$ cat src/rtl/programmable_frequency_divider_if.sv
// Divisor load channel for programmable_frequency_divider: divisor plus valid/ready.
interface programmable_frequency_divider_if #(
  parameter int DIVIDER_BITS = 8
);
  logic [DIVIDER_BITS-1:0] divisorIn;
  logic                    loadValid;
  logic                    loadReady;

  modport master (output divisorIn, output loadValid, input  loadReady);
  modport slave  (input  divisorIn, input  loadValid, output loadReady);
endinterface

$ cat src/rtl/programmable_frequency_divider.sv
// Runtime-programmable clock divider with rise/fall strobes and glitch-free divisor updates.
// Optional FREQDIV_PERIOD_COUNT_EN adds a 16-bit count of generated periods.
module programmable_frequency_divider #(
  parameter int DIVIDER_BITS    = 8,
  parameter int DEFAULT_DIVIDER = 2
) (
  input  logic inputCLK,
  input  logic reset,
  input  logic enable,
  programmable_frequency_divider_if.slave ld,
  output logic outputCLK,
  output logic risePulse,
  output logic fallPulse,
  output logic running
`ifdef FREQDIV_PERIOD_COUNT_EN
  ,
  output logic [15:0] periodCount
`endif
);
  localparam int W = DIVIDER_BITS;
  localparam logic [W-1:0] ONE     = W'(1);
  localparam logic [W-1:0] TWO     = W'(2);
  localparam logic [W-1:0] DEF_DIV = W'(DEFAULT_DIVIDER);
  localparam logic [W:0]   ONE_X   = (W+1)'(1);

  typedef enum logic {IDLE, RUN} state_t;

  state_t       state;
  logic [W-1:0] cnt, activeDiv, pendingDiv;
  logic         pendingValid;
  logic [W-1:0] loadDiv, cntInc;
  logic [W:0]   half;
  logic         hs, boundary;

  assign loadDiv      = (ld.divisorIn < TWO) ? TWO : ld.divisorIn;
  assign ld.loadReady = ~pendingValid;
  assign hs           = ld.loadValid & ~pendingValid;
  assign running      = (state == RUN);
  // high phase length: ceil(D/2), one bit wider so D=2^W-1 cannot overflow
  assign half         = ({1'b0, activeDiv} + ONE_X) >> 1;
  assign boundary     = (cnt == activeDiv - ONE);
  assign cntInc       = cnt + ONE;

  always_ff @(posedge inputCLK) begin
    if (reset) begin
      state        <= IDLE;
      cnt          <= '0;
      activeDiv    <= DEF_DIV;
      pendingDiv   <= DEF_DIV;
      pendingValid <= 1'b0;
      outputCLK    <= 1'b0;
      risePulse    <= 1'b0;
      fallPulse    <= 1'b0;
    end else begin
      case (state)
        IDLE: begin
          // idle loads bypass the pending slot; a same-cycle start uses them
          if (hs) activeDiv <= loadDiv;
          cnt       <= '0;
          fallPulse <= 1'b0;
          if (enable) begin
            state     <= RUN;
            outputCLK <= 1'b1;
            risePulse <= 1'b1;
          end else begin
            outputCLK <= 1'b0;
            risePulse <= 1'b0;
          end
        end
        RUN: begin
          if (boundary) begin
            cnt          <= '0;
            fallPulse    <= 1'b0;
            if (pendingValid) activeDiv <= pendingDiv;
            // a load landing on the boundary waits for the next one
            pendingValid <= hs;
            if (hs) pendingDiv <= loadDiv;
            if (enable) begin
              outputCLK <= 1'b1;
              risePulse <= 1'b1;
            end else begin
              state     <= IDLE;
              outputCLK <= 1'b0;
              risePulse <= 1'b0;
            end
          end else begin
            cnt       <= cntInc;
            outputCLK <= ({1'b0, cntInc} < half);
            risePulse <= 1'b0;
            fallPulse <= ({1'b0, cntInc} == half);
            if (hs) begin
              pendingDiv   <= loadDiv;
              pendingValid <= 1'b1;
            end
          end
        end
        default: state <= IDLE;
      endcase
    end
  end

`ifdef FREQDIV_PERIOD_COUNT_EN
  always_ff @(posedge inputCLK) begin
    if (reset)          periodCount <= '0;
    else if (risePulse) periodCount <= periodCount + 16'd1;
  end
`endif

endmodule

$ cat src/flat_wrapper.sv
// flat-port wrapper written by rule: the top's interface ports become plain ports
module programmable_frequency_divider_flat 
#(
  parameter int DIVIDER_BITS    = 8,
  parameter int DEFAULT_DIVIDER = 2
)
  (inputCLK, reset, enable, outputCLK, risePulse, fallPulse, running, ld_divisorIn, ld_loadValid, ld_loadReady);
  programmable_frequency_divider_if #(.DIVIDER_BITS(DIVIDER_BITS)) ld_i ();
  input  logic inputCLK;
  input  logic reset;
  input  logic enable;
  output logic outputCLK;
  output logic risePulse;
  output logic fallPulse;
  output logic running;
  input wire logic [$bits(ld_i.divisorIn)-1:0] ld_divisorIn;
  input wire logic [$bits(ld_i.loadValid)-1:0] ld_loadValid;
  output wire logic [$bits(ld_i.loadReady)-1:0] ld_loadReady;
  assign ld_i.divisorIn = ld_divisorIn;
  assign ld_i.loadValid = ld_loadValid;
  assign ld_loadReady = ld_i.loadReady;
  programmable_frequency_divider #(.DIVIDER_BITS(DIVIDER_BITS), .DEFAULT_DIVIDER(DEFAULT_DIVIDER)) u_core (.inputCLK(inputCLK), .reset(reset), .enable(enable), .ld(ld_i), .outputCLK(outputCLK), .risePulse(risePulse), .fallPulse(fallPulse), .running(running));
endmodule
$ cat config.mk
export PLATFORM = sky130hd
export DESIGN_NAME = programmable_frequency_divider_flat
export DESIGN_NICKNAME = d
export VERILOG_FILES = /design/src/rtl/programmable_frequency_divider_if.sv /design/src/rtl/programmable_frequency_divider.sv /design/src/flat_wrapper.sv
export SDC_FILE = /design/constraint.sdc
export NUM_CORES = 1
export LEC_CHECK = 0
export BUFFER_PORTS_ARGS = -buffer_cell sky130_fd_sc_hd__buf_2
export CORE_UTILIZATION = 59
export DETAILED_ROUTE_END_ITERATION = 6
export HOLD_SLACK_MARGIN = 0.03
export PLACE_DENSITY_LB_ADDON = 0.12
export SYNTH_ARGS = -nofsm -noshare
export SYNTH_HDL_FRONTEND = slang
export SYNTH_SLANG_ARGS = --single-unit
$ cat constraint.sdc
create_clock -name inputCLK -period 3.1 [get_ports inputCLK]
set_input_delay 0.155 -clock inputCLK [delete_from_list [all_inputs] [get_ports inputCLK]]
set_output_delay 0.155 -clock inputCLK [all_outputs]
set_load 0.02 [all_outputs]
==> metrics.txt <==
# TYPE chip_impl_metric gauge
chip_impl_metric{name="nFillCells",unit=""} 225
chip_impl_metric{name="design_area",unit="um2"} 1924
chip_impl_metric{name="post-layout-total-power",unit="mW"} 0.8881
chip_impl_metric{name="htree_levels",unit=""} 2
chip_impl_metric{name="die_extent_in_y",unit="um"} 57.51
chip_impl_metric{name="dieArea",unit="um2"} 3307
chip_impl_metric{name="viasPerCell",unit=""} 5.967
chip_impl_metric{name="post_cts_hold_buffer_count",unit=""} 0
chip_impl_metric{name="post_cts_resize_count",unit=""} 0
chip_impl_metric{name="drc",unit=""} 0
chip_impl_metric{name="finClkSkew",unit="ns"} 0.008468
chip_impl_metric{name="placedInstanceArea",unit="um2"} 1839
chip_impl_metric{name="max-clock-path-buffers",unit=""} 2
chip_impl_metric{name="postSynthNetCount",unit=""} 222
chip_impl_metric{name="dr_total_vias",unit=""} 1456
chip_impl_metric{name="synthMuxAreaShare",unit="%"} 3.854
chip_impl_info{name="min_delay_worst_endpoint",value="u_core.running"} 1
chip_impl_info{name="endpoint_of_the_lowest_slack_register_to_register_path",value="u_core.activeDiv[1]"} 1
chip_impl_metric{name="coreArea",unit="um2"} 2829
chip_impl_metric{name="finalSetupViolCount",unit=""} 0
chip_impl_metric{name="syn2layout_area_growth",unit="%"} 5.850
chip_impl_metric{name="syn_area_per_cell",unit="um2"} 9.136
chip_impl_info{name="path_class",value="flip-flop to flip-flop"} 1
chip_impl_info{name="cp-end-kind",value="flip-flop"} 1
chip_impl_metric{name="netlist_cell_types",unit=""} 41
chip_impl_metric{name="finalMaxSlewViolations",unit=""} 0
chip_impl_info{name="holdCritStartpoint",value="enable"} 1
chip_impl_info{name="synth_largest_area_cell",value="sky130_fd_sc_hd__dfxtp_1"} 1
chip_impl_metric{name="detail_route.wl_per_cell",unit="um"} 15.22
chip_impl_metric{name="synth_area",unit="um2"} 1818
chip_impl_metric{name="register_area",unit="um2"} 580.6
chip_impl_metric{name="routability_driven_placement_congestion_ratio",unit=""} 0.9605
chip_impl_metric{name="dp_hpwl",unit="mm"} 2.707
chip_impl_metric{name="synth_top_area_share",unit="%"} 31.93
chip_impl_metric{name="flip_flop_and_latch_count_after_synthesis",unit=""} 29
chip_impl_metric{name="power_leakage",unit="nW"} 0.7929
chip_impl_metric{name="worst_slew_margin_rel",unit="%"} 59.19
chip_impl_metric{name="vdd_drop_max",unit="V"} 0.0003704
chip_impl_metric{name="grt-ovfl-total",unit=""} 0
chip_impl_info{name="critical_path.reg2reg.startpoint",value="u_core.activeDiv[0]"} 1
chip_impl_metric{name="final_hold_viol_count",unit=""} 0
chip_impl_metric{name="drt_wl_total",unit="mm"} 3.713
chip_impl_metric{name="track_usage",unit="%"} 25.98
chip_impl_metric{name="clk-insertion-delay-late",unit="ns"} 0.33
chip_impl_metric{name="postCtsSetupRepairBufs",unit=""} 0
chip_impl_metric{name="detailedRoute.firstIterationViolations",unit=""} 63
chip_impl_metric{name="ff2ff_path_depth",unit=""} 8
chip_impl_metric{name="cts_num_sinks",unit=""} 29
chip_impl_metric{name="grt_antenna_before_repair",unit=""} 0
chip_impl_metric{name="post-route-period-util",unit="%"} 80.94
chip_impl_metric{name="postSynthCellCount",unit=""} 199
chip_impl_info{name="worstHoldPathType",value="input port to flip-flop"} 1
chip_impl_metric{name="die_w",unit="um"} 57.51
chip_impl_metric{name="critPathArrivalTime",unit="ns"} 2.72
chip_impl_metric{name="grt_first_pass_wirelength",unit="mm"} 6.410
chip_impl_metric{name="std_cell_rows",unit=""} 19
chip_impl_metric{name="reg2reg_setup_slack",unit="ns"} 0.59
chip_impl_metric{name="worstMarginPinSlew",unit="ns"} 0.6081
chip_impl_info{name="synth_top_family_by_area",value="simple AND/OR/NAND/NOR gates"} 1
chip_impl_metric{name="worst_hold_path.num_cells",unit=""} 3
chip_impl_metric{name="maxClockFrequency",unit="MHz"} 398.6
chip_impl_metric{name="maximum_number_of_pins_on_one_net_before_global_route_repair",unit=""} 20
chip_impl_metric{name="io-pin-count",unit=""} 17
chip_impl_metric{name="period_needed",unit="ns"} 2.509
chip_impl_metric{name="power_per_cell_area",unit="nW/um2"} 461.5
chip_impl_metric{name="yosys.area_share.xor_xnor",unit="%"} 9.635
chip_impl_info{name="cts_tree",value="built"} 1
chip_impl_info{name="outcome",value="complete, no violations"} 1
chip_impl_info{name="root_buffer",value="sky130_fd_sc_hd__clkbuf_4"} 1
chip_impl_metric{name="area_occupied_by_multi_input_gates",unit="um2"} 1102
chip_impl_metric{name="portBuffers",unit=""} 16
chip_impl_info{name="rsz0062_at_grt",value="no"} 1
chip_impl_metric{name="timing.critical_path.required",unit="ns"} 3.31
chip_impl_info{name="cp-start-kind",value="flip-flop"} 1
chip_impl_metric{name="dr.pass1.iters",unit=""} 4
chip_impl_metric{name="fin_tns_setup",unit="ns"} 0
chip_impl_metric{name="synth_simple_gate_area_share",unit="%"} 21.82
chip_impl_metric{name="drive_above_1_share",unit="%"} 16.43
chip_impl_metric{name="n_antenna_cell",unit=""} 0
chip_impl_metric{name="maxCapViolCount",unit=""} 0
chip_impl_metric{name="synth-compound-area-share",unit="%"} 17.76
chip_impl_metric{name="synthAdderAreaFrac",unit="%"} 7.571
chip_impl_metric{name="first_global_vias",unit=""} 1421
chip_impl_info{name="synth_top_cells_by_area",value="sky130_fd_sc_hd__dfxtp_1 (32%), sky130_fd_sc_hd__ha_1 (7.6%), sky130_fd_sc_hd__xor2_1 (5.3%)"} 1
chip_impl_metric{name="ys_seq_area_share",unit="%"} 31.93
chip_impl_metric{name="cts-buffers-inserted",unit=""} 5
chip_impl_metric{name="number_of_warnings_printed_during_yosys_synthesis",unit=""} 0
chip_impl_metric{name="detail-route-antenna-nets",unit=""} 0
chip_impl_metric{name="path_clk_slew",unit="ns"} 0.09
chip_impl_metric{name="start_util",unit="%"} 64.26
chip_impl_metric{name="worst-path-max-fanout",unit=""} 10
chip_impl_metric{name="final_nets",unit=""} 235
-- cell type report --
| class | count | area share (%) |
|---|---|---|
| Timing Repair Buffer | 17 | 4.551 |
| Clock buffer | 7 | 2.861 |
| Sequential cell | 29 | 30.17 |
| Inverter | 8 | 1.560 |
| Tap cell | 31 | 2.016 |
| Multi-Input combinational cell | 151 | 57.28 |
| Clock inverter | 1 | 1.560 |
-- flip-flops by register name (all words and copies together) (netlist names) --
register and cells:
u_core.outputCLK 1, u_core.pendingDiv 8, u_core.cnt 8, u_core.activeDiv 8
u_core.fallPulse 1, u_core.risePulse 1, u_core.pendingValid 1, u_core.running 1
-- stage by stage --
step / instances / setup WS, ns / util (%) / hold slack [ns]
after floorplan: 199 / 0.8122 / - / 0.2845
after global placement: 236 / 0.7342 / 65.02 / 0.4037
after detailed placement: 236 / 0.6319 / 65.02 / 0.4086
after CTS: 244 / 0.6181 / 68.02 / 0.05099
after global routing: 244 / 0.4585 / 68.02 / 0.05440
final: 244 / 0.5910 / 68.02 / 0.06579
-- cell families after synthesis --
| family | count (synthesis) |
|---|---|
| buffers and inverters | 19 |
| XOR/XNOR | 20 |
| AND/OR/NAND/NOR | 72 |
| AO/OA/AOI/OAI | 41 |
| adder cells (fa/ha/maj) | 11 |
| multiplexers | 7 |
| flip-flops | 29 |
-- critical path: stages, from the launching register on --
cell and delay [ns]:
sky130_fd_sc_hd__dfxtp_1 0.42, sky130_fd_sc_hd__inv_1 0.10, sky130_fd_sc_hd__ha_1 0.22, sky130_fd_sc_hd__or3b_4 0.41
sky130_fd_sc_hd__nor4_1 0.31, sky130_fd_sc_hd__o2111ai_2 0.18, sky130_fd_sc_hd__a211oi_4 0.39, sky130_fd_sc_hd__a22oi_2 0.19
sky130_fd_sc_hd__a2bb2oi_1 0.18
-- power by group --
group | internal (mW) | leakage (nW) | switching, mW
registers | 0.390 | 0.236 | 0.0228
logic | 0.0675 | 0.511 | 0.0889
clock network | 0.192 | 0.0455 | 0.126
-- cell usage in the layout (no fill, tap or decap), drive strengths merged --
| master | n |
|---|---|
| a211oi | 4 |
| a21o | 2 |
| a21oi | 13 |
| a22oi | 3 |
| a2bb2oi | 1 |
| a311oi | 3 |
| and3 | 5 |
| buf | 17 |
| bufinv | 1 |
| clkbuf | 7 |
| dfxtp | 29 |
| ha | 11 |
| inv | 8 |
| mux2i | 7 |
| nand2 | 18 |
| nand2b | 1 |
| nand3 | 11 |
| nand3b | 1 |
| nand4 | 2 |
| nor2 | 12 |
| nor2b | 8 |
| nor3 | 3 |
| nor3b | 3 |
| nor4 | 4 |
| o2111ai | 1 |
| o21ai | 5 |
| o21ba | 1 |
| o2bb2ai | 7 |
| o31a | 1 |
| or2b | 2 |
| or3b | 1 |
| or4 | 1 |
| xnor2 | 9 |
| xor2 | 11 |
-- synth_stat cells, drive strengths merged --
cell	count
or4	1
clkbuf	5
a21o	2
a211oi	4
nor3b	3
dlygate4sd3	1
or2b	2
nand2b	1
o31a	1
a22oi	3
o2bb2ai	7
nor2	12
nand3	11
nor3	3
a21oi	13
o21ai	5
buf	5
a311oi	3
o2111ai	1
ha	11
nand3b	1
nor2b	8
or3b	1
xnor2	9
a2bb2oi	1
o21ba	1
xor2	11
nand4	2
nor4	4
and3	5
dfxtp	29
inv	8
nand2	18
mux2i	7
-- metal layers --
metal	up-vias	track usage [%]	share of wire, %
met5	-	0	0
met4	0	11.50	2.2
met3	9	5.896	4.6
met2	35	42.19	47
met1	675	32.91	46
li1	737	-	-
-- worst max-delay path by stage --
stage	from	end	slack, ns	cells after the start
final	u_core.activeDiv[0]	u_core.activeDiv[1]	0.59	8
after global routing	u_core.activeDiv[0]	u_core.activeDiv[1]	0.46	8
after CTS	u_core.activeDiv[0]	u_core.activeDiv[1]	0.62	8
after detailed placement	u_core.activeDiv[0]	u_core.activeDiv[1]	0.63	8
after global placement	u_core.activeDiv[0]	u_core.activeDiv[1]	0.73	6
after floorplan	u_core.activeDiv[0]	u_core.activeDiv[1]	0.81	9
(Power assumes the default switching activity.)
